[config.mk]
export PLATFORM = sky130hd
export DESIGN_NAME = alu_sequencer
export DESIGN_NICKNAME = d
export VERILOG_FILES = /design/src/rtl/alu_sequencer.sv
export SDC_FILE = /design/constraint.sdc
export NUM_CORES = 1
export LEC_CHECK = 0
export BUFFER_PORTS_ARGS = -buffer_cell sky130_fd_sc_hd__clkbuf_2
export CORE_MARGIN = 3
export CORE_UTILIZATION = 55
export CTS_BUF_LIST = sky130_fd_sc_hd__clkbuf_8
export DETAILED_ROUTE_END_ITERATION = 7
export PLACE_DENSITY = 0.79
export SYNTH_ARGS = -nofsm -noshare
export SYNTH_HDL_FRONTEND = slang
export SYNTH_SLANG_ARGS = --single-unit
export TNS_END_PERCENT = 50
[constraint.sdc]
create_clock -name clk -period 2.3 [get_ports clk]
set_input_delay 0.23 -clock clk [delete_from_list [all_inputs] [get_ports clk]]
set_output_delay 0.23 -clock clk [all_outputs]
set_load 0.05 [all_outputs]
[src/rtl/alu_sequencer.sv]
// Issue/control sequencer for a combinational 16-bit ALU: instruction handshake,
// operand fetch from a 16x16 register file, result capture, write-back and status flags.
module alu_sequencer #(
  parameter int unsigned WIDTH = 16,
  parameter int unsigned NREGS = 16
) (
  input  logic             clk,
  input  logic             rst_n,
  input  logic             instr_valid,
  input  logic [15:0]      instr_data,
  output logic             instr_ready,
  output logic [3:0]       alu_select,
  output logic [WIDTH-1:0] alu_in0,
  output logic [WIDTH-1:0] alu_in1,
  input  logic [WIDTH-1:0] alu_result,
  output logic             wb_valid,
  output logic [3:0]       wb_addr,
  output logic [WIDTH-1:0] wb_data,
  output logic             flag_z,
  output logic             flag_n,
  output logic             div_zero,
  output logic             illegal,
  output logic             halted,
  input  logic [3:0]       dbg_raddr,
  output logic [WIDTH-1:0] dbg_rdata
);

  typedef enum logic [1:0] {IDLE, EXEC, WB, HALT} state_t;

  typedef enum logic [3:0] {
    OP_ADD  = 4'b0000, OP_SUB  = 4'b0001, OP_MUL  = 4'b0010, OP_DIV  = 4'b0011,
    OP_AND  = 4'b0100, OP_OR   = 4'b0101, OP_XOR  = 4'b0110, OP_SHL  = 4'b0111,
    OP_SHR  = 4'b1000, OP_IL9  = 4'b1001, OP_ILA  = 4'b1010, OP_MOV  = 4'b1011,
    OP_CMP  = 4'b1100, OP_ILD  = 4'b1101, OP_ILE  = 4'b1110, OP_HALT = 4'b1111
  } op_t;

  state_t           state;
  op_t              ir_op;
  logic [3:0]       ir_rd;
  logic [WIDTH-1:0] result;
  logic [WIDTH-1:0] regs [NREGS];

  op_t              in_op;
  logic [WIDTH-1:0] rs1_val;
  logic [WIDTH-1:0] rs2_val;
  logic [WIDTH-1:0] exec_res;
  logic             exec_divz;

  assign dbg_rdata = regs[dbg_raddr];

  always_comb begin
    in_op   = op_t'(instr_data[15:12]);
    rs1_val = regs[instr_data[7:4]];
    rs2_val = (in_op == OP_MOV) ? {{(WIDTH-8){1'b0}}, instr_data[7:0]}
                                : regs[instr_data[3:0]];
  end

  // Divide-by-zero is resolved here rather than trusting whatever the ALU returns.
  always_comb begin
    exec_divz = (ir_op == OP_DIV) && (alu_in1 == '0);
    exec_res  = exec_divz ? '1 : alu_result;
  end

  always_ff @(posedge clk or negedge rst_n) begin
    if (!rst_n) begin
      state       <= IDLE;
      ir_op       <= OP_ADD;
      ir_rd       <= '0;
      result      <= '0;
      instr_ready <= 1'b1;
      alu_select  <= '0;
      alu_in0     <= '0;
      alu_in1     <= '0;
      wb_valid    <= 1'b0;
      wb_addr     <= '0;
      wb_data     <= '0;
      flag_z      <= 1'b0;
      flag_n      <= 1'b0;
      div_zero    <= 1'b0;
      illegal     <= 1'b0;
      halted      <= 1'b0;
      for (int unsigned i = 0; i < NREGS; i++) regs[i] <= '0;
    end else begin
      case (state)
        IDLE: begin
          if (instr_valid) begin
            case (in_op)
              OP_IL9, OP_ILA, OP_ILD, OP_ILE: illegal <= 1'b1;
              OP_HALT: begin
                state       <= HALT;
                instr_ready <= 1'b0;
                halted      <= 1'b1;
              end
              default: begin
                state       <= EXEC;
                instr_ready <= 1'b0;
                ir_op       <= in_op;
                ir_rd       <= instr_data[11:8];
                alu_select  <= instr_data[15:12];
                alu_in0     <= rs1_val;
                alu_in1     <= rs2_val;
              end
            endcase
          end
        end
        EXEC: begin
          state      <= WB;
          alu_select <= '0;
          alu_in0    <= '0;
          alu_in1    <= '0;
          result     <= exec_res;
          if (exec_divz) div_zero <= 1'b1;
          if (ir_op != OP_CMP) begin
            wb_valid <= 1'b1;
            wb_addr  <= ir_rd;
            wb_data  <= exec_res;
          end
          if (ir_op != OP_MOV) begin
            flag_z <= (exec_res == '0);
            flag_n <= exec_res[WIDTH-1];
          end
        end
        WB: begin
          state       <= IDLE;
          instr_ready <= 1'b1;
          wb_valid    <= 1'b0;
          wb_addr     <= '0;
          wb_data     <= '0;
          if (ir_op != OP_CMP && ir_rd != 4'd0) regs[ir_rd] <= result;
        end
        default: state <= HALT;
      endcase
    end
  end

endmodule
==> results.yml <==
synthesis:
  synth_most_common_cell: "dfrtp_1"
  syn_area_um2: 19100
  ys_ff_latch: 345
  async_reset_ff_share_pct: 100
  synth-main-ff-cell: "dfrtp_1"
  yosysWarnings: 0
  yosysSeqAreaShare_pct: 45.2
  yosys.cell_types.count: 67
  yosys-top-cells-count: "dfrtp_1 (344), mux2_2 (260), mux4_2 (202), clkbuf_1 (64), buf_2 (52)"
  synth_enable_flop_cells: 0
  syn_avg_cell_area_um2: 15.4
  synthesis.nets: 1280
  syn_inst: 1237
  yosys.area.top_type_share_pct: 45.1
  yosys.area.top_type: "dfrtp_1"
  synth.area.top_cells: "dfrtp_1 (45%), mux4_2 (24%), mux2_2 (15%)"
sta:
  hold_violations: 0
  slew_violations: 0
  tns_ns: -2.65
  worst_pin_slew_ns: 0.773
  timing.final.ws_setup_ns: -0.230
  finalSetupViolCount: 16
  slew-limit-headroom_pct: 48.4
  period_share_pct: 110
  clock_skew_ns: 0.0328
  rsz0062_at_grt: "yes"
  fmax_mhz: 395
  fin_crit_ns: 2.53
global_routing:
  antenna_found_initial: 0
  grt_use_total_pct: 30.6
  grt_pass1_vias: 13700
  grt_max_degree: 67
  grt_overflow: 0
  grt_first_pass_wirelength_um: 84000
clock_tree:
  tritoncts: "yes"
  htree_levels: 2
  cts.clk_slew.worst_paths_ns: 0.07
  clk_path_buf_depth: 3
  cts.sinks: 345
  cts_root_buf: "clkbuf_8"
  clk_latency_ns: 0.65
  numCtsBuffers: 57
job:
  drv_cap: 0
floorplanning:
  start_util_pct: 56.4
  ios: 118
  core-area_um2: 33900
  die_w_um: 192
  fp.dieH_um: 192
  row_count: 67
  dieArea_um2: 37000
worst_setup_path:
  cp_top_family: "multiplexers"
  path_common_cell: "mux4_2"
  critPathLaunchType: "flop"
  cp_num_buf_inv: 1
  cp_slowest_cell: "mux4_2"
  required_ns: 2.07
  cp_max_fo: 2
  worstSetupPathDepth: 3
  crit_path_start: "regs[150]$_DFFE_PN0P_"
  endpoint_kind: "primary output"
  r2r-start: "state[1]$_DFFE_PN0P_"
  critPathArrivalTime_ns: 2.30
  worst_path_largest_cell_delay_ns: 0.55
  crit_type: "reg2out"
  reg2reg_depth: 7
  crit_chain: "mux4_2, mux4_2, clkbuf_16"
worst_hold_path:
  holdPathStages: 3
  min_path_type: "in2reg"
  min_from: "alu_result[8]"
route:
  drt-initial-drc-count: 1538
  drtPass1Iterations: 5
  vias: 13300
  drc: 0
  post_drt_wl_per_cell_um: 28.5
  wl_um: 55000
  viasPerCell: 6.89
  antenna_left: 0
finish:
  num-fill-cells: 2233
  final_nets: 1483
  antenna_cells: 0
  syn_to_final_growth_pct: 19.4
  drive_above_1_share_pct: 56.2
placement:
  port_buffers: 117
  gp_congestion: 0.874
  dp_hpwl_um: 34400
power:
  p_per_area_nw_per_um2: 1240
  ir_drop_mv: 0.808
  leakagePower_nw: 10.4
  power_mw: 28.3
outcome:
  status: "complete, but fails checks"
  violations: "negative setup slack"
## stage by stage
step	instance area [um^2]	util [%]	worst slack [ns]	cells	hold WS [ns]
4_1_cts	22600	66.8	-0.232	1912	0.00111
6_report	22800	67.3	-0.230	1932	0.0259
3_5_place_dp	20600	60.8	0.0608	1738	0.212
3_3_place_gp	20600	60.8	0.0802	1738	0.208
5_1_grt	22800	67.3	-0.247	1932	0.0744
2_1_floorplan	19100	-	0.175	1237	-0.0656
## metal layers
| layer | vias to the layer above | wire (um) | track usage (%) | part of all wire, % |
|---|---|---|---|---|
| met3 | 168 | 6290 | 7.88 | 11 |
| met5 | - | 0 | 0 | 0 |
| met4 | 0 | 2330 | 13.0 | 4.2 |
| met2 | 844 | 25700 | 46.8 | 47 |
| li1 | 5333 | - | - | - |
| met1 | 6958 | 20700 | 42.3 | 38 |
## registers in the layout (all words and copies together), names as in the netlist, 2 cells and up
register / cells
wb_data: 16
wb_addr: 4
alu_in1: 16
alu_in0: 16
ir_rd: 4
regs: 256
state: 2
alu_select: 4
result: 16
ir_op: 4
## report_power, final
part | total [mW] | switching (mW) | internal [mW]
logic | 11.4 | 5.39 | 5.99
registers | 11.2 | 2.85 | 8.32
clock network | 5.77 | 2.53 | 3.24
## worst reg2reg max path, stage by stage (launching register included)
cell and delay [ns]:
dfrtp_1 0.42, inv_1 0.10, ha_1 0.31, and3b_1 0.27
o21ai_2 0.30, buf_4 0.30, o32ai_1 0.11, a221o_1 0.28
## repair_timing
item	in CTS	in global routing
cloned	0	0
resized for setup	37	13
buffers inserted	42	20
setup endpoints to repair	16	29
hold endpoints to repair	262	0
hold buffers	29	0
## worst paths after layout
| path | slack, ns | endpoint |
|---|---|---|
| min | 0.03 | wb_data[8]$_DFFE_PN0P_ |
| max | -0.23 | dbg_rdata[6] |
| min reg2reg | 0.42 | regs[244]$_DFFE_PN0P_ |
| max in group asynchronous | 1.30 | regs[212]$_DFFE_PN0P_ |
| max reg2reg | 0.10 | alu_in1[7]$_DFFE_PN0P_ |
| min in group asynchronous | 0.11 | regs[183]$_DFFE_PN0P_ |
## cells by family (layout without fill, tap and decap cells)
| logic type | after synthesis | after routing | synth area share (%) |
|---|---|---|---|
| AOI/OAI and AO/OA | 156 | 156 | 6.22 |
| DFF | 345 | 345 | 45.2 |
| xor gates and xnor gates | 1 | 1 | 0.0459 |
| buffers and inverters | 143 | 390 | 3.42 |
| muxes | 506 | 506 | 41.7 |
| adders and majority gates | 4 | 4 | 0.262 |
| and+or+nand+nor | 82 | 82 | 3.11 |
## layout make-up
cell class	count	area, um^2	share of cell area (%)
Multi-Input combinational cell	749	9840	43.2
Sequential cell	345	8630	37.9
Timing Repair Buffer	280	2510	11.0
Clock buffer	75	1030	4.53
Tap cell	448	561	2.46
Clock inverter	28	198	0.867
Inverter	7	26.3	0.115
## cell usage in the layout, fill, tap and decap left out, types with 15 or more instances in the layout
cell	netlist	layout
dfrtp_1	344	344
mux2_2	260	260
mux4_2	202	202
buf_4	9	104
clkbuf_2	2	97
clkbuf_8	0	75
a22oi_1	34	34
buf_12	0	32
mux2i_1	31	31
dlygate4sd3_1	0	29
a21o_1	26	26
a22o_1	26	26
inv_1	7	23
o21bai_1	19	19
a21oi_1	16	15
Power figures use the tool's default switching activity.
